`src/rtl/sm_seg_scan_ctrl.sv`:
```
// Scan controller for a multiplexed 7-segment display.
// Time-multiplexes DIGITS digits over one segment bus with one-hot digit enables.
// Segment data is double-buffered: a load fills the pending buffer, and the active
// buffer is only updated at a frame boundary, so a frame never mixes old and new data.
// Optional macro SM_SEG_SCAN_BLANK_EN adds BLANK_CYCLES of dead-time at the start of
// every digit slot to suppress ghosting.
module sm_seg_scan_ctrl #(
   parameter int unsigned DIGITS         = 3,
   parameter int unsigned SCAN_DIV       = 50000,
   parameter int unsigned DIV_WIDTH      = 16,
   parameter bit          SEG_ACTIVE_LOW = 1'b1,
   parameter bit          DIG_ACTIVE_LOW = 1'b1,
   parameter int unsigned BLANK_CYCLES   = 64
) (
   input  logic                  clkIn,
   input  logic                  rst_n,
   input  logic [DIGITS*7-1:0]   seg_in,
   input  logic                  load,
   output logic                  load_ack,
   output logic                  frame_start,
   output logic [6:0]            seg,
   output logic [DIGITS-1:0]     dig_sel
);

   localparam int unsigned IDX_W = $clog2(DIGITS);

   localparam logic [6:0]        SEG_OFF = {7{SEG_ACTIVE_LOW}};
   localparam logic [DIGITS-1:0] DIG_OFF = {DIGITS{DIG_ACTIVE_LOW}};
`ifdef SM_SEG_SCAN_BLANK_EN
   // Digit 0's first slot out of reset is blanked too.
   localparam logic [DIGITS-1:0] DIG_RST = (BLANK_CYCLES > 0) ? DIG_OFF
                                                              : (DIG_OFF ^ DIGITS'(1));
`else
   localparam logic [DIGITS-1:0] DIG_RST = DIG_OFF ^ DIGITS'(1);
`endif

   // Elaboration-time parameter sanity checks.
   if (DIGITS < 2 || DIGITS > 8) begin : g_chk_digits
      $error("sm_seg_scan_ctrl: DIGITS must be 2..8");
   end
   if (SCAN_DIV < 4) begin : g_chk_div
      $error("sm_seg_scan_ctrl: SCAN_DIV must be >= 4");
   end
   if ((64'd1 << DIV_WIDTH) <= 64'(SCAN_DIV - 1)) begin : g_chk_width
      $error("sm_seg_scan_ctrl: DIV_WIDTH too small for SCAN_DIV");
   end
   if (BLANK_CYCLES >= SCAN_DIV) begin : g_chk_blank
      $error("sm_seg_scan_ctrl: BLANK_CYCLES must be < SCAN_DIV");
   end

   logic [DIV_WIDTH-1:0]  r_cnt;
   logic [IDX_W-1:0]      r_idx;
   logic [DIGITS*7-1:0]   r_active;
   logic [DIGITS*7-1:0]   r_pending;
   logic                  r_pend;
   logic                  r_load_ack;
   logic                  r_frame_start;
   logic [6:0]            r_seg;
   logic [DIGITS-1:0]     r_dig_sel;

   logic                  w_tick;
   logic                  w_boundary;
   logic [DIV_WIDTH-1:0]  w_cnt_d;
   logic [IDX_W-1:0]      w_idx_d;
   logic [DIGITS*7-1:0]   w_active_d;
   logic [DIGITS*7-1:0]   w_pending_d;
   logic                  w_pend_d;
   logic                  w_ack_d;
   logic [6:0]            w_seg_d;
   logic [DIGITS-1:0]     w_dig_d;

   // Next-state logic; outputs are derived from next-state so they are registered
   // yet already show the new digit in the cycle after the tick.
   always_comb begin
      w_tick      = (r_cnt == DIV_WIDTH'(SCAN_DIV - 1));
      w_boundary  = w_tick && (r_idx == IDX_W'(DIGITS - 1));
      w_cnt_d     = w_tick ? '0 : r_cnt + 1'b1;
      w_idx_d     = r_idx;
      if (w_tick) begin
         w_idx_d = w_boundary ? '0 : r_idx + 1'b1;
      end

      // A load on the boundary cycle bypasses the pending buffer.
      w_active_d  = r_active;
      w_pending_d = load ? seg_in : r_pending;
      w_pend_d    = load | r_pend;
      w_ack_d     = 1'b0;
      if (w_boundary) begin
         if (load) begin
            w_active_d = seg_in;
         end else if (r_pend) begin
            w_active_d = r_pending;
         end
         w_ack_d  = load | r_pend;
         w_pend_d = 1'b0;
      end

      w_seg_d = w_active_d[int'(w_idx_d) * 7 +: 7] ^ SEG_OFF;
      w_dig_d = (DIGITS'(1) << w_idx_d) ^ DIG_OFF;
`ifdef SM_SEG_SCAN_BLANK_EN
      if (w_cnt_d < DIV_WIDTH'(BLANK_CYCLES)) begin
         w_seg_d = SEG_OFF;
         w_dig_d = DIG_OFF;
      end
`endif
   end

   // State and output registers with synchronous active-low reset.
   always_ff @(posedge clkIn) begin
      if (!rst_n) begin
         r_cnt         <= '0;
         r_idx         <= '0;
         r_active      <= '0;
         r_pending     <= '0;
         r_pend        <= 1'b0;
         r_load_ack    <= 1'b0;
         r_frame_start <= 1'b0;
         r_seg         <= SEG_OFF;
         r_dig_sel     <= DIG_RST;
      end else begin
         r_cnt         <= w_cnt_d;
         r_idx         <= w_idx_d;
         r_active      <= w_active_d;
         r_pending     <= w_pending_d;
         r_pend        <= w_pend_d;
         r_load_ack    <= w_ack_d;
         r_frame_start <= w_boundary;
         r_seg         <= w_seg_d;
         r_dig_sel     <= w_dig_d;
      end
   end

   assign load_ack    = r_load_ack;
   assign frame_start = r_frame_start;
   assign seg         = r_seg;
   assign dig_sel     = r_dig_sel;

endmodule

```
`config.mk`:
```
export PLATFORM = sky130hd
export DESIGN_NAME = sm_seg_scan_ctrl
export DESIGN_NICKNAME = d
export VERILOG_FILES = /design/src/rtl/sm_seg_scan_ctrl.sv
export SDC_FILE = /design/constraint.sdc
export NUM_CORES = 1
export LEC_CHECK = 0
export ABC_CLOCK_PERIOD_IN_PS = 4930
export BUFFER_PORTS_ARGS = -buffer_cell sky130_fd_sc_hd__buf_2
export CAP_MARGIN = 20
export CELL_PAD_IN_SITES_DETAIL_PLACEMENT = 2
export CELL_PAD_IN_SITES_GLOBAL_PLACEMENT = 2
export CORE_MARGIN = 1.5
export CORE_UTILIZATION = 38
export DETAILED_ROUTE_END_ITERATION = 8
export GPL_ROUTABILITY_DRIVEN = 0
export PLACE_DENSITY = 0.9
export SLEW_MARGIN = 20
export SYNTH_ARGS = -nofsm -noshare
export SYNTH_HDL_FRONTEND = slang
export SYNTH_SLANG_ARGS = --single-unit
```
`constraint.sdc`:
```
create_clock -name clkIn -period 4.93 [get_ports clkIn]
set_input_delay 0.2465 -clock clkIn [delete_from_list [all_inputs] [get_ports clkIn]]
set_output_delay 0.2465 -clock clkIn [all_outputs]
set_load 0.02 [all_outputs]
```
### Word level (Yosys, flattened, before mapping)

Cells that the tools add are included.

* output and inout bits: 12
* bits in registers: 73

* eq/ne operators: 2
* bitwise logic cells: 4
* multiplexer cells: 5
* reduce and logical (&&, ||, !) cells: 4
* multiply operators: 1
* shifts and indexed selects: 2
* add/subtract/negate cells: 2

Operators by type and width (count)
* $mux 21: 3
* $shiftx 21x6->7: 1
* $add 16x1->16 const B: 1
* $eq 16x16->1 const B: 1
* $not 7->7: 1
* $mul 2x3->5 const B: 1
* $mux 2: 2
* $reduce_or 2->1: 2
* $not 3->3: 1
* $shl 1x2->3 const A: 1
* $add 2x1->2 const B: 1
* $eq 2x2->1 const B: 1
* $reduce_and 2->1: 1
* $logic_and 1x1->1: 1
* $not 1->1: 1
* $or 1x1->1: 1

### Logic depth before layout (Yosys ltp)

Gate-level depths: netlist (run 1).

* word-level depth: 7
* mapped depth: 10
* depth with buffers taken out: 8

### Worst setup path after synthesis (run 1)

No wires, ideal clock.

* kind: flip-flop to flip-flop
* from: register r_cnt[10]
* to: register r_seg[0] (netlist: seg[0])
* buffers on the path: 1
* stages on the path, launching flop included: 8
* arrival: 2.267 ns
* period minus slack after synthesis: 2.352 ns
* slack: 2.578 ns
* setup time: 0.085 ns
* cell sequence: dfxtp_1 -> or4_4 -> nor4_4 -> mux2i_1 -> nand2b_1 -> and2_1 -> buf_4 -> o221ai_1

* word-level cells in the longest chain between the ends: 7
* elaborated cells on any way between the ends: 8
* those cells by class: mul (1); eq/ne (1); shift (1); mux (3); bitwise (1); reduce/logical (1)

Ends and longest elaborated chain
* start, declared: line 51 `logic [DIV_WIDTH-1:0] r_cnt;`
* start signal, assigned: line 121 `r_cnt <= w_cnt_d;`
* $eq 16x16->1 (*): line 75 `w_tick = (r_cnt == DIV_WIDTH'(SCAN_DIV - 1));`
* $logic_and 1x1->1: line 76 `w_boundary = w_tick && (r_idx == IDX_W'(DIGITS - 1));`
* $mux 2: line 80 `w_idx_d = w_boundary ? '0 : r_idx + 1'b1;`
* $mux 2: line 79 `if (w_tick) begin`
* $mul 2x3->5: line 98 `w_seg_d = w_active_d[int'(w_idx_d) * 7 +: 7] ^ SEG_OFF;`
* $shiftx 21x6->7 (*): line 98
* $not 7->7 (no source line) (*)
* end signal, assigned: line 128 `r_seg <= w_seg_d;`
* end, declared: line 58 `logic [6:0] r_seg;`

Mark *: on every way between the ends. The rest lies on a longest branch, timed or not.
A chain may end at the register's enable or synchronous reset.

### Final worst setup path (run 1)

* from: register r_cnt[0]
* to: register r_seg[6] (netlist: seg[6])

The elaborated chain is that of the path after synthesis.

==> results of run 1 <==
cells in the final DEF, fill, tap and decap left out, types with 5 or more instances in the layout:
cell                       count
sky130_fd_sc_hd__and2_1        7
sky130_fd_sc_hd__a21oi_1      16
sky130_fd_sc_hd__o221ai_1      5
sky130_fd_sc_hd__o21ai_0       8
sky130_fd_sc_hd__nor3_1        6
sky130_fd_sc_hd__nand2_1      14
sky130_fd_sc_hd__clkbuf_8      9
sky130_fd_sc_hd__mux2i_1      21
sky130_fd_sc_hd__nor3_2        6
sky130_fd_sc_hd__dfxtp_1      73
sky130_fd_sc_hd__o21ai_1       6
sky130_fd_sc_hd__buf_2        35
sky130_fd_sc_hd__nand4_1       6
sky130_fd_sc_hd__nor2_1       64
sky130_fd_sc_hd__xor2_1        9
per-stage QoR:
stage          total power, mW  instances  hold WS, ns
3_5_place_dp             0.680        423        0.439
5_1_grt                   1.24        440        0.158
4_1_cts                   1.21        439        0.149
3_3_place_gp             0.676        423        0.422
6_report                  1.19        440        0.152
2_1_floorplan            0.659        304        0.394
cells in the mapped netlist:
| cell type | n | share of area, % |
|---|---|---|
| sky130_fd_sc_hd__nor2b_1 | 3 | 0.64 |
| sky130_fd_sc_hd__or3_1 | 3 | 0.64 |
| sky130_fd_sc_hd__nand3b_1 | 1 | 0.26 |
| sky130_fd_sc_hd__buf_6 | 3 | 1.2 |
| sky130_fd_sc_hd__o22ai_1 | 2 | 0.43 |
| sky130_fd_sc_hd__inv_1 | 3 | 0.39 |
| sky130_fd_sc_hd__nand2_1 | 14 | 1.8 |
| sky130_fd_sc_hd__mux2_4 | 1 | 0.51 |
| sky130_fd_sc_hd__o21ai_2 | 1 | 0.30 |
| sky130_fd_sc_hd__nand4_1 | 6 | 1.3 |
| sky130_fd_sc_hd__clkbuf_8 | 1 | 0.47 |
| sky130_fd_sc_hd__a21oi_2 | 1 | 0.30 |
| sky130_fd_sc_hd__dfxtp_1 | 73 | 50 |
| sky130_fd_sc_hd__xnor2_1 | 4 | 1.2 |
| sky130_fd_sc_hd__ha_1 | 2 | 0.86 |
| sky130_fd_sc_hd__mux2_2 | 1 | 0.39 |
| sky130_fd_sc_hd__o21ai_1 | 6 | 1.0 |
| sky130_fd_sc_hd__o21a_1 | 1 | 0.26 |
| sky130_fd_sc_hd__mux2i_1 | 21 | 7.2 |
| sky130_fd_sc_hd__buf_4 | 2 | 0.51 |
| sky130_fd_sc_hd__nand2b_1 | 4 | 0.86 |
| sky130_fd_sc_hd__a22oi_1 | 4 | 1.0 |
| sky130_fd_sc_hd__buf_1 | 2 | 0.26 |
| sky130_fd_sc_hd__o21ai_0 | 8 | 1.4 |
| sky130_fd_sc_hd__buf_8 | 1 | 0.51 |
| sky130_fd_sc_hd__nor3_2 | 6 | 2.1 |
| sky130_fd_sc_hd__and3_1 | 3 | 0.64 |
| sky130_fd_sc_hd__and2_1 | 7 | 1.5 |
| sky130_fd_sc_hd__a21oi_1 | 16 | 2.7 |
| sky130_fd_sc_hd__clkbuf_1 | 8 | 1.0 |
| sky130_fd_sc_hd__and3_2 | 1 | 0.26 |
| sky130_fd_sc_hd__and4_1 | 1 | 0.30 |
| sky130_fd_sc_hd__nor3_1 | 6 | 1.0 |
| sky130_fd_sc_hd__a32oi_1 | 1 | 0.30 |
| sky130_fd_sc_hd__o211ai_1 | 1 | 0.26 |
| sky130_fd_sc_hd__o221ai_1 | 5 | 1.5 |
| sky130_fd_sc_hd__nand3_1 | 2 | 0.34 |
| sky130_fd_sc_hd__xor2_1 | 9 | 2.7 |
| sky130_fd_sc_hd__nand4b_1 | 1 | 0.30 |
| sky130_fd_sc_hd__or4_4 | 2 | 0.77 |
| sky130_fd_sc_hd__nor2_1 | 64 | 8.2 |
| sky130_fd_sc_hd__nand4bb_4 | 1 | 0.94 |
| sky130_fd_sc_hd__nor4_4 | 2 | 1.5 |
worst paths after layout:
path / end / slack [ns] / cells past startpoint
setup / recovery: seg[6] / 2.09 / 7
hold / removal: r_pending[0] / 0.15 / 3
setup reg to reg: seg[6] / 2.09 / 7
hold reg to reg: r_cnt[0] / 0.45 / 1
area by class of cell:
cell class                 count  share of cell area (%)
sequential                    73                    43.7
clock buffer                  10                    3.81
multi-input combinational    211                    39.9
inverter                       3                   0.336
timing repair buffer          38                    5.91
clock inverter                 6                    2.73
tap                           99                    3.70
power groups by stage:
stage          combinational [mW]  sequential [mW]  clock (mW)
2_1_floorplan              0.0390            0.620           0
3_3_place_gp               0.0553            0.621           0
3_5_place_dp               0.0579            0.622           0
4_1_cts                    0.0590            0.608       0.540
5_1_grt                    0.0656            0.610       0.565
6_report                   0.0584            0.608       0.528
state kept, by name, indices dropped and copies added, names as in the netlist:
signal,cells
r_active,21
r_pending,21
r_cnt,16
seg,7
dig_sel,3
r_idx,2
frame_start,1
load_ack,1
r_pend,1
metal layers:
layer,track usage [%],vias up,share of wire (%)
met4,7.54,0,1.1
met3,4.29,10,2.6
met2,40.5,44,53
met1,25.7,1133,43
li1,-,1103,-
met5,0,-,0
worst max-delay path, stage by stage (launching register included):
cell and delay, ns:
sky130_fd_sc_hd__dfxtp_1 0.36, sky130_fd_sc_hd__ha_1 0.29, sky130_fd_sc_hd__nand3_1 0.26, sky130_fd_sc_hd__nor4_4 0.40, sky130_fd_sc_hd__mux2i_1 0.76, sky130_fd_sc_hd__nand2b_1 0.18, sky130_fd_sc_hd__and2_1 0.28, sky130_fd_sc_hd__o221ai_1 0.22
logic make-up (layout without fill, tap and decap cells):
logic type	count (synthesis)	in the layout	share of synthesized area (%)
simple gates	127	127	23.3
flops	73	73	50.0
compound gates	46	46	9.51
mux	23	23	8.09
buf+inv	20	57	4.33
xor+xnor	13	13	3.90
fa+ha+maj	2	2	0.856
==> impl_results.html, run 1 <==
<table>
<tr><th>Metric</th><th>Value</th></tr>
<tr><th colspan="2">Timing</th></tr>
<tr><td>Min Tclk post-route</td><td>2.84 ns</td></tr>
<tr><td>Endpoints failing hold</td><td>0</td></tr>
<tr><td>Final clock skew</td><td>0.0156 ns</td></tr>
<tr><td>Pin slew with the least headroom to its limit</td><td>0.841 ns</td></tr>
<tr><td>Remaining max-slew budget at the tightest pin</td><td>42.3%</td></tr>
<tr><td>Setup violations, final</td><td>0</td></tr>
<tr><td>Fin Setup TNS</td><td>0 ns</td></tr>
<tr><td>Share of the cycle needed by the critical path after routing</td><td>57.6%</td></tr>
<tr><td>Max Freq</td><td>0.352 GHz</td></tr>
<tr><td>Unrepaired setup endpoints after global routing</td><td>no</td></tr>
<tr><td>Final count of pins violating max slew</td><td>0</td></tr>
<tr><td>Setup slack after layout</td><td>2.09 ns</td></tr>
<tr><th colspan="2">Clock tree</th></tr>
<tr><td>Number of clock sinks</td><td>73</td></tr>
<tr><td>Number of H-tree levels</td><td>3</td></tr>
<tr><td>CTS max path bufs</td><td>2</td></tr>
<tr><td>Clock transition time at the flip-flop clock pins of the worst setup and hold paths</td><td>0.09 ns</td></tr>
<tr><td>CTS root buffer</td><td>sky130_fd_sc_hd__clkbuf_8</td></tr>
<tr><td>Number of resized instances in the post-cts repair step</td><td>0</td></tr>
<tr><td>Skew-Pair Late Insertion Delay</td><td>0.36 ns</td></tr>
<tr><td>Number of buffers added by the clock tree synthesis step</td><td>9</td></tr>
<tr><td>CTS tree</td><td>done</td></tr>
<tr><td># hold bufs at CTS</td><td>0</td></tr>
<tr><td>Setup fix buffers added after clock tree synthesis</td><td>0</td></tr>
<tr><th colspan="2">Global route</th></tr>
<tr><td>First-pass GRT wire length</td><td>13900 um</td></tr>
<tr><td>Via count of the first global-routing pass</td><td>2580</td></tr>
<tr><td>Antenna violations before repair</td><td>0</td></tr>
<tr><td>Congestion Overflow GR</td><td>0</td></tr>
<tr><td>Total global routing track utilization</td><td>22.2%</td></tr>
<tr><td>Maximum number of pins on one net before global-route repair</td><td>42</td></tr>
<tr><th colspan="2">Route</th></tr>
<tr><td>Number of routed nets with antenna violations</td><td>0</td></tr>
<tr><td>Vias per inst</td><td>5.20</td></tr>
<tr><td>First-pass DRT Iterations</td><td>4</td></tr>
<tr><td>Remaining DRCs</td><td>0</td></tr>
<tr><td>First DRT Iteration DRCs</td><td>75</td></tr>
<tr><td>Total vias in the final route</td><td>2290</td></tr>
<tr><td>Routed Wire Length</td><td>8540 um</td></tr>
<tr><td>Detail-routed net length per standard cell</td><td>19.4 um</td></tr>
<tr><th colspan="2">Power</th></tr>
<tr><td>Net load switching power</td><td>0.282 mW</td></tr>
<tr><td>Leakage Power</td><td>1.30 nW</td></tr>
<tr><td>Seq pwr share</td><td>50.9%</td></tr>
<tr><td>Switch share</td><td>23.6%</td></tr>
<tr><td>Relative contribution of combinational cells to total power</td><td>4.9%</td></tr>
<tr><td>Clock power share</td><td>44.2%</td></tr>
<tr><td>Int Pwr</td><td>0.913 mW</td></tr>
<tr><td>Pwr/cell area</td><td>357 mW/mm^2</td></tr>
<tr><td>Worst vdd ir</td><td>161 uV</td></tr>
<tr><th colspan="2">Synth</th></tr>
<tr><td>Area of the mapped netlist</td><td>0.00292 mm^2</td></tr>
<tr><td>Syn. warnings</td><td>0</td></tr>
<tr><td>Post-Syn Nets</td><td>330</td></tr>
<tr><td>Part of the Yosys area used for sequential elements</td><td>50.0%</td></tr>
<tr><td>Average cell area after synthesis</td><td>9.61 um^2</td></tr>
<tr><td>Count of different cell masters after synthesis</td><td>43</td></tr>
<tr><td>Total of flip-flops plus latches after synthesis</td><td>73</td></tr>
<tr><td>Number of instances in the synthesized netlist</td><td>304</td></tr>
<tr><th colspan="2">Worst setup path</th></tr>
<tr><td>Critical Path Source</td><td>r_cnt[0]</td></tr>
<tr><td>Kind of critical path</td><td>reg2reg</td></tr>
<tr><td>Arrival time at the worst endpoint</td><td>3.10 ns</td></tr>
<tr><td>Type of element capturing the critical path</td><td>register</td></tr>
<tr><td>Beginning of the worst register-to-register path</td><td>r_cnt[0]</td></tr>
<tr><td>Maximum fanout encountered on the critical timing path</td><td>10</td></tr>
<tr><td>Startpoint type of the worst setup path</td><td>register</td></tr>
<tr><td>Required arrival time at the worst endpoint</td><td>5.19 ns</td></tr>
<tr><th colspan="2">Floorplanning</th></tr>
<tr><td>Placeable core area</td><td>0.00733 mm^2</td></tr>
<tr><td># rows</td><td>31</td></tr>
<tr><td>Starting density of the core</td><td>39.9%</td></tr>
<tr><td>Area enclosed by the die boundary</td><td>0.00822 mm^2</td></tr>
<tr><td>Die width</td><td>90.7 um</td></tr>
<tr><td>Die height</td><td>90.7 um</td></tr>
<tr><td>I/O pin cnt</td><td>36</td></tr>
<tr><th colspan="2">Cells and area</th></tr>
<tr><td>Total non-filler cell area in the finished layout</td><td>0.00335 mm^2</td></tr>
<tr><td>Count of fill cells added during filler insertion</td><td>777</td></tr>
<tr><td>Layout cells sized above 1</td><td>20.2%</td></tr>
<tr><td>Area growth from synthesis to layout</td><td>14.6%</td></tr>
<tr><td>Final Net Count</td><td>362</td></tr>
<tr><td>Ant. Diodes</td><td>0</td></tr>
<tr><td>Area taken by multi-input logic gates</td><td>0.00133 mm^2</td></tr>
<tr><td>Final Util</td><td>45.7%</td></tr>
<tr><td>Area taken by flip-flops and latches</td><td>0.00146 mm^2</td></tr>
<tr><th colspan="2">Placed design</th></tr>
<tr><td>DPL Wire Length</td><td>5240 um</td></tr>
<tr><td>IO Port Bufs</td><td>35</td></tr>
<tr><td>Placement-stage worst setup slack</td><td>2.21 ns</td></tr>
<tr><td>Cell area after placement</td><td>0.00312 mm^2</td></tr>
<tr><th colspan="2">Run status</th></tr>
<tr><td>Result of the run</td><td>complete, no violations</td></tr>
<tr><th colspan="2">Hold path</th></tr>
<tr><td>Worst hold path startpoint</td><td>seg_in[0]</td></tr>
<tr><td>Type of the most critical hold path</td><td>in2reg</td></tr>
<tr><th colspan="2">Run</th></tr>
<tr><td>Number of max-cap violations</td><td>0</td></tr>
</table>
(Power assumes the default switching activity.)
==> run 2: changes to the inputs <==
Settings changed: ABC_CLOCK_PERIOD_IN_PS 4930 to 2800, CORE_UTILIZATION 38 to 36, PLACE_DENSITY 0.9 to 0.86.
Clock period 4.93 ns to 2.8 ns, I/O delays scaled along.
==> run 2 against run 1 <==
  * Utilization down 2.0 points
  * Register-to-register slack worse by 1.8 ns
  * Hold slack worse by 0.12 ns
  * Non-clock buffer count up 2
  * Cell area up 1.9%
  * Clock skew down 0.0020 ns
  * Clock power up 110%
  * Clock-buffer cell count unchanged
  * Wire length down 1.4%
  * Via count up 1.8%
==> impl_results.html, run 2 (synthesis results as in run 1) <==
<table>
<tr><th>Metric</th><th>Value</th></tr>
<tr><th colspan="2">Global route</th></tr>
<tr><td>Antenna violations before repair</td><td>0</td></tr>
<tr><td>Layer with the highest usage</td><td>met2</td></tr>
<tr><td>Total global routing track utilization</td><td>21.0%</td></tr>
<tr><td>Met1 track demand over resource in global routing</td><td>23.8%</td></tr>
<tr><td>Met2 Track Usage GR</td><td>37.5%</td></tr>
<tr><td>Via count of the first global-routing pass</td><td>2627</td></tr>
<tr><td>Congestion Overflow GR</td><td>0</td></tr>
<tr><td>First-pass GRT wire length</td><td>13600 um</td></tr>
<tr><td>GR Util met3</td><td>5.28%</td></tr>
<tr><td>Maximum number of pins on one net before global-route repair</td><td>29</td></tr>
<tr><th colspan="2">Clock tree</th></tr>
<tr><td>Setup fix buffers added after clock tree synthesis</td><td>0</td></tr>
<tr><td># hold bufs at CTS</td><td>0</td></tr>
<tr><td>CTS root buffer</td><td>sky130_fd_sc_hd__clkbuf_8</td></tr>
<tr><td>Number of resized instances in the post-cts repair step</td><td>0</td></tr>
<tr><td>Number of clock sinks</td><td>73</td></tr>
<tr><td>Skew-Pair Late Insertion Delay</td><td>0.36 ns</td></tr>
<tr><td>Number of buffers added by the clock tree synthesis step</td><td>9</td></tr>
<tr><td>Number of H-tree levels</td><td>3</td></tr>
<tr><td>CTS tree</td><td>done</td></tr>
<tr><td>Clock transition time at the flip-flop clock pins of the worst setup and hold paths</td><td>0.09 ns</td></tr>
<tr><td>CTS max path bufs</td><td>2</td></tr>
<tr><th colspan="2">Run status</th></tr>
<tr><td>Result of the run</td><td>complete, no violations</td></tr>
<tr><th colspan="2">Worst setup path</th></tr>
<tr><td>Slowest-stage cell, CP</td><td>sky130_fd_sc_hd__nor4_4</td></tr>
<tr><td>Arrival time at the worst endpoint</td><td>2.76 ns</td></tr>
<tr><td>Maximum fanout encountered on the critical timing path</td><td>10</td></tr>
<tr><td>Required arrival time at the worst endpoint</td><td>3.07 ns</td></tr>
<tr><td>CP cell instances</td><td>ha_1, nand3_1, nor4_4, mux2_4, nand2b_1, and2_1, o221ai_1</td></tr>
<tr><td>Biggest cell delay along the critical path</td><td>0.40 ns</td></tr>
<tr><td>Kind of critical path</td><td>reg2reg</td></tr>
<tr><td>Type of element capturing the critical path</td><td>register</td></tr>
<tr><td>Startpoint type of the worst setup path</td><td>register</td></tr>
<tr><th colspan="2">Placed design</th></tr>
<tr><td>Placement-stage worst setup slack</td><td>0.316 ns</td></tr>
<tr><td>IO Port Bufs</td><td>35</td></tr>
<tr><td>Cell area after placement</td><td>0.00315 mm^2</td></tr>
<tr><td>DPL Wire Length</td><td>5480 um</td></tr>
<tr><th colspan="2">Route</th></tr>
<tr><td>Routed Wire Length</td><td>8420 um</td></tr>
<tr><td>Remaining DRCs</td><td>0</td></tr>
<tr><td>First DRT Iteration DRCs</td><td>50</td></tr>
<tr><td>Number of routed nets with antenna violations</td><td>0</td></tr>
<tr><td>Detail-routed net length per standard cell</td><td>18.9 um</td></tr>
<tr><td>Vias per inst</td><td>5.24</td></tr>
<tr><td>Total vias in the final route</td><td>2331</td></tr>
<tr><td>First-pass DRT Iterations</td><td>4</td></tr>
<tr><th colspan="2">Timing</th></tr>
<tr><td>Share of the cycle needed by the critical path after routing</td><td>89.0%</td></tr>
<tr><td>Setup slack after layout</td><td>0.308 ns</td></tr>
<tr><td>Min Tclk post-route</td><td>2.49 ns</td></tr>
<tr><td>Fin Setup TNS</td><td>0 ns</td></tr>
<tr><td>Final count of pins violating max slew</td><td>0</td></tr>
<tr><td>Unrepaired setup endpoints after global routing</td><td>no</td></tr>
<tr><td>Max Freq</td><td>0.401 GHz</td></tr>
<tr><td>Pin slew with the least headroom to its limit</td><td>0.939 ns</td></tr>
<tr><td>Setup violations, final</td><td>0</td></tr>
<tr><td>Final clock skew</td><td>0.0136 ns</td></tr>
<tr><td>Remaining max-slew budget at the tightest pin</td><td>37.3%</td></tr>
<tr><td>Endpoints failing hold</td><td>0</td></tr>
<tr><th colspan="2">Cells and area</th></tr>
<tr><td>Count of fill cells added during filler insertion</td><td>857</td></tr>
<tr><td>Leading cell types in the layout, fill and taps excluded</td><td>73 x sky130_fd_sc_hd__dfxtp_1, 64 x sky130_fd_sc_hd__nor2_1, 35 x sky130_fd_sc_hd__buf_2, 21 x sky130_fd_sc_hd__mux2i_1, 16 x sky130_fd_sc_hd__a21oi_1</td></tr>
<tr><td>Total non-filler cell area in the finished layout</td><td>0.00341 mm^2</td></tr>
<tr><td>Area growth from synthesis to layout</td><td>16.8%</td></tr>
<tr><td>Leading cell type in the layout, fill and taps excluded</td><td>sky130_fd_sc_hd__dfxtp_1</td></tr>
<tr><td>Final Net Count</td><td>364</td></tr>
<tr><td>Registers with the most flip-flops</td><td>r_active (21), r_pending (21), r_cnt (16)</td></tr>
<tr><td>Ant. Diodes</td><td>0</td></tr>
<tr><td>Layout cells sized above 1</td><td>20.7%</td></tr>
<tr><th colspan="2">Floorplanning</th></tr>
<tr><td># rows</td><td>32</td></tr>
<tr><td>Die height</td><td>93.1 um</td></tr>
<tr><td>Area enclosed by the die boundary</td><td>0.00866 mm^2</td></tr>
<tr><td>Die width</td><td>93.1 um</td></tr>
<tr><td>I/O pin cnt</td><td>36</td></tr>
<tr><td>Placeable core area</td><td>0.00781 mm^2</td></tr>
<tr><td>Starting density of the core</td><td>37.4%</td></tr>
<tr><th colspan="2">Power</th></tr>
<tr><td>Pwr/cell area</td><td>673 mW/mm^2</td></tr>
<tr><td>Leakage Power</td><td>1.33 nW</td></tr>
<tr><td>Design Power</td><td>2.30 mW</td></tr>
<tr><td>Worst vdd ir</td><td>319 uV</td></tr>
<tr><th colspan="2">Hold path</th></tr>
<tr><td>Type of the most critical hold path</td><td>in2reg</td></tr>
<tr><th colspan="2">Run</th></tr>
<tr><td>Number of max-cap violations</td><td>0</td></tr>
</table>
==> run 2: layout make-up <==
class	count	area (um^2)	share of cell area [%]
Sequential cell	73	1460	42.8
Tap cell	102	128	3.74
Clock buffer	10	128	3.74
Multi-Input combinational cell	211	1330	39.1
Clock inverter	6	138	4.03
Timing Repair Buffer	40	213	6.23
Inverter	3	11.3	0.330
==> run 2: metal layers <==
| layer | part of all wire, % | wire length, um | up-vias |
|---|---|---|---|
| li1 | - | - | 1107 |
| met1 | 43 | 3640 | 1167 |
| met2 | 51 | 4330 | 38 |
| met3 | 3.2 | 273 | 19 |
| met4 | 2.1 | 178 | 0 |
| met5 | 0 | 0 | - |
==> run 2: path summary, 6_finish.rpt <==
kind | from | end | slack [ns] | cells after the start
setup / recovery | r_cnt[0] | seg[0] | 0.31 | 7
hold / removal | seg_in[15] | r_pending[15] | 0.04 | 3
setup reg to reg | r_cnt[0] | seg[0] | 0.31 | 7
hold reg to reg | r_cnt[0] | r_cnt[0] | 0.46 | 1
==> run 2: worst max-delay path, delay by kind of cell (launching register included) <==
family          cells  cell delay (ns)
flops               1             0.36
compound gates      1             0.25
fa+ha+maj           1             0.29
mux                 1             0.40
simple gates        4             1.11
==> run 2: through the flow <==
stage | utilization (%) | hold slack, ns | cells
2_1_floorplan | - | 0.287 | 304
6_report | 43.7 | 0.0360 | 445
4_1_cts | 43.7 | 0.0349 | 445
3_3_place_gp | 40.3 | 0.391 | 429
5_1_grt | 43.7 | 0.0351 | 445
3_5_place_dp | 40.3 | 0.409 | 429
==> run 2: report_power, final <==
part	internal, mW	switching [mW]
combinational	0.0405	0.0640
clock	0.688	0.434
sequential	1.06	0.0113
total	1.79	0.509
==> run 3: changes to the inputs <==
Settings changed: CORE_ASPECT_RATIO set to 0.8.
==> run 3 against run 2 <==
  * Power decreased by 7.5%
  * Die area about the same
  * Wire length decreased by 1.7%
  * Critical path type unchanged
  * Highest routed layer unchanged
  * Clock skew down 0.0015 ns
  * First-iteration DRC count is 150% higher
  * Largest cell class unchanged
==> impl_results.html, run 3 (synthesis results as in run 1) <==
<table>
<tr><th>Metric</th><th>Value</th></tr>
<tr><th colspan="2">Run status</th></tr>
<tr><td>Result of the run</td><td>complete, no violations</td></tr>
<tr><th colspan="2">Power</th></tr>
<tr><td>Pwr/cell area</td><td>628 mW/mm^2</td></tr>
<tr><td>Worst vdd ir</td><td>404 uV</td></tr>
<tr><td>Leakage Power</td><td>1.31 nW</td></tr>
<tr><th colspan="2">Timing</th></tr>
<tr><td>Max Freq</td><td>0.412 GHz</td></tr>
<tr><td>Remaining max-slew budget at the tightest pin</td><td>40.8%</td></tr>
<tr><td>Fin Setup TNS</td><td>0 ns</td></tr>
<tr><td>Setup violations, final</td><td>0</td></tr>
<tr><td>Pin slew with the least headroom to its limit</td><td>0.887 ns</td></tr>
<tr><td>Unrepaired setup endpoints after global routing</td><td>no</td></tr>
<tr><td>Share of the cycle needed by the critical path after routing</td><td>86.7%</td></tr>
<tr><td>Endpoints failing hold</td><td>0</td></tr>
<tr><td>Final count of pins violating max slew</td><td>0</td></tr>
<tr><td>Min Tclk post-route</td><td>2.43 ns</td></tr>
<tr><td>Final clock skew</td><td>0.0120 ns</td></tr>
<tr><th colspan="2">Route</th></tr>
<tr><td>First DRT Iteration DRCs</td><td>123</td></tr>
<tr><td>Remaining DRCs</td><td>0</td></tr>
<tr><td>Detail-routed net length per standard cell</td><td>18.4 um</td></tr>
<tr><td>Total vias in the final route</td><td>2295</td></tr>
<tr><td>Vias per inst</td><td>5.09</td></tr>
<tr><td>Number of routed nets with antenna violations</td><td>0</td></tr>
<tr><td>Routed Wire Length</td><td>8280 um</td></tr>
<tr><td>First-pass DRT Iterations</td><td>4</td></tr>
<tr><th colspan="2">Cells and area</th></tr>
<tr><td>Leading cell type in the layout, fill and taps excluded</td><td>sky130_fd_sc_hd__dfxtp_1</td></tr>
<tr><td>Final Util</td><td>42.8%</td></tr>
<tr><td>Layout cells sized above 1</td><td>21.0%</td></tr>
<tr><td>Ant. Diodes</td><td>0</td></tr>
<tr><td>Leading cell types in the layout, fill and taps excluded</td><td>73 x sky130_fd_sc_hd__dfxtp_1, 64 x sky130_fd_sc_hd__nor2_1, 35 x sky130_fd_sc_hd__buf_2, 21 x sky130_fd_sc_hd__mux2i_1, 16 x sky130_fd_sc_hd__a21oi_1</td></tr>
<tr><td>Final Net Count</td><td>364</td></tr>
<tr><td>Registers with the most flip-flops</td><td>r_active (21), r_pending (21), r_cnt (16)</td></tr>
<tr><td>Count of fill cells added during filler insertion</td><td>880</td></tr>
<tr><td>Area growth from synthesis to layout</td><td>15.8%</td></tr>
<tr><th colspan="2">Global route</th></tr>
<tr><td>Antenna violations before repair</td><td>0</td></tr>
<tr><td>First-pass GRT wire length</td><td>13600 um</td></tr>
<tr><td>Congestion Overflow GR</td><td>0</td></tr>
<tr><td>Total global routing track utilization</td><td>20.5%</td></tr>
<tr><td>Via count of the first global-routing pass</td><td>2529</td></tr>
<tr><td>Maximum number of pins on one net before global-route repair</td><td>32</td></tr>
<tr><th colspan="2">Clock tree</th></tr>
<tr><td>CTS tree</td><td>done</td></tr>
<tr><td>Number of clock sinks</td><td>73</td></tr>
<tr><td>Setup fix buffers added after clock tree synthesis</td><td>0</td></tr>
<tr><td>Number of H-tree levels</td><td>3</td></tr>
<tr><td>CTS root buffer</td><td>sky130_fd_sc_hd__clkbuf_8</td></tr>
<tr><td>CTS max path bufs</td><td>2</td></tr>
<tr><td>Number of resized instances in the post-cts repair step</td><td>0</td></tr>
<tr><td># hold bufs at CTS</td><td>0</td></tr>
<tr><td>Number of buffers added by the clock tree synthesis step</td><td>9</td></tr>
<tr><td>Clock transition time at the flip-flop clock pins of the worst setup and hold paths</td><td>0.08 ns</td></tr>
<tr><td>Skew-Pair Late Insertion Delay</td><td>0.35 ns</td></tr>
<tr><th colspan="2">Worst setup path</th></tr>
<tr><td>Type of element capturing the critical path</td><td>register</td></tr>
<tr><td>Maximum fanout encountered on the critical timing path</td><td>10</td></tr>
<tr><td>Biggest cell delay along the critical path</td><td>0.40 ns</td></tr>
<tr><td>CP cell instances</td><td>ha_1, nand3_1, nor4_4, mux2_4, nand2b_1, and2_1, o221ai_1</td></tr>
<tr><td>Required arrival time at the worst endpoint</td><td>3.06 ns</td></tr>
<tr><td>Beginning of the worst register-to-register path</td><td>r_cnt[0]</td></tr>
<tr><td>Kind of critical path</td><td>reg2reg</td></tr>
<tr><td>Worst Reg-to-Reg Cells</td><td>7</td></tr>
<tr><td>Worst reg2reg endpoint</td><td>seg[0]</td></tr>
<tr><td>Arrival time at the worst endpoint</td><td>2.69 ns</td></tr>
<tr><td>Register-to-register path setup slack</td><td>0.37 ns</td></tr>
<tr><td>Slowest-stage cell, CP</td><td>sky130_fd_sc_hd__mux2_4</td></tr>
<tr><td>Startpoint type of the worst setup path</td><td>register</td></tr>
<tr><th colspan="2">Placed design</th></tr>
<tr><td>DPL Wire Length</td><td>5520 um</td></tr>
<tr><td>IO Port Bufs</td><td>35</td></tr>
<tr><th colspan="2">Floorplanning</th></tr>
<tr><td>Starting density of the core</td><td>36.9%</td></tr>
<tr><td>Area enclosed by the die boundary</td><td>0.00867 mm^2</td></tr>
<tr><td>Die width</td><td>104 um</td></tr>
<tr><td># rows</td><td>29</td></tr>
<tr><td>I/O pin cnt</td><td>36</td></tr>
<tr><td>Die height</td><td>83.6 um</td></tr>
<tr><td>Placeable core area</td><td>0.00791 mm^2</td></tr>
<tr><th colspan="2">Hold path</th></tr>
<tr><td>Type of the most critical hold path</td><td>in2reg</td></tr>
<tr><td>Worst hold path startpoint</td><td>seg_in[0]</td></tr>
<tr><td>Hold Path End</td><td>r_pending[0]</td></tr>
<tr><td>Hold Path Stages</td><td>3</td></tr>
<tr><th colspan="2">Run</th></tr>
<tr><td>Number of max-cap violations</td><td>0</td></tr>
</table>
[run 3: changes by cell type in the layout (fill, tap and decap cells not counted)]
cell,before,now
sky130_fd_sc_hd__bufinv_16,4,2
sky130_fd_sc_hd__clkbuf_8,9,11
sky130_fd_sc_hd__clkinv_4,1,0
sky130_fd_sc_hd__clkinvlp_4,0,1
sky130_fd_sc_hd__inv_6,1,0
sky130_fd_sc_hd__clkbuf_1,1,0
sky130_fd_sc_hd__clkinv_2,0,2
[run 3: power by group]
group	internal (mW)	switching, mW
clock	0.547	0.399
sequential	1.06	0.0111
combinational	0.0408	0.0671
total	1.65	0.478
[run 3: critical path, delay by kind of cell (launching register included)]
family                     cells  cell delay (ns)
adders and majority gates      1             0.27
and+or+nand+nor                4             1.10
muxes                          1             0.40
AOI/OAI and AO/OA              1             0.22
DFF                            1             0.35
[run 3: worst max path at each step]
stage                         start  endpoint  slack [ns]  depth (start not counted)
final                      r_cnt[0]    seg[0]        0.37                          7
after global routing       r_cnt[0]    seg[0]        0.14                          7
after CTS                  r_cnt[0]    seg[0]        0.32                          7
after detailed placement   r_cnt[0]    seg[0]        0.38                          7
after global placement    r_cnt[10]    seg[6]        0.45                          5
after floorplan           r_cnt[10]    seg[0]        0.45                          7
[run 3: metal layers]
metal	vias up	GRT usage [%]	wire length, um
li1	1105	-	-
met1	1142	26.3	3930
met2	39	34.4	3950
met3	9	4.76	272
met4	0	6.44	127
met5	-	0	0
[run 3: layout make-up]
class	instances	area, um^2	share of cell area [%]
sequential	73	1460	43.2
multi-input combinational	211	1330	39.4
timing repair buffer	40	213	6.29
clock buffer	11	151	4.47
tap	108	135	3.99
clock inverter	5	77.6	2.29
inverter	3	11.3	0.333
[run 3: metrics by stage]
stage / worst slack, ns / instances / hold slack, ns / power (mW) / instance area, um^2
after floorplan: 0.448 / 304 / 0.287 / 1.16 / 2920
after global placement: 0.450 / 435 / 0.398 / 1.20 / 3150
after detailed placement: 0.381 / 435 / 0.408 / 1.20 / 3150
after CTS: 0.323 / 451 / 0.0368 / 2.15 / 3380
after global routing: 0.135 / 451 / 0.0609 / 2.21 / 3380
final: 0.372 / 451 / 0.0421 / 2.13 / 3380
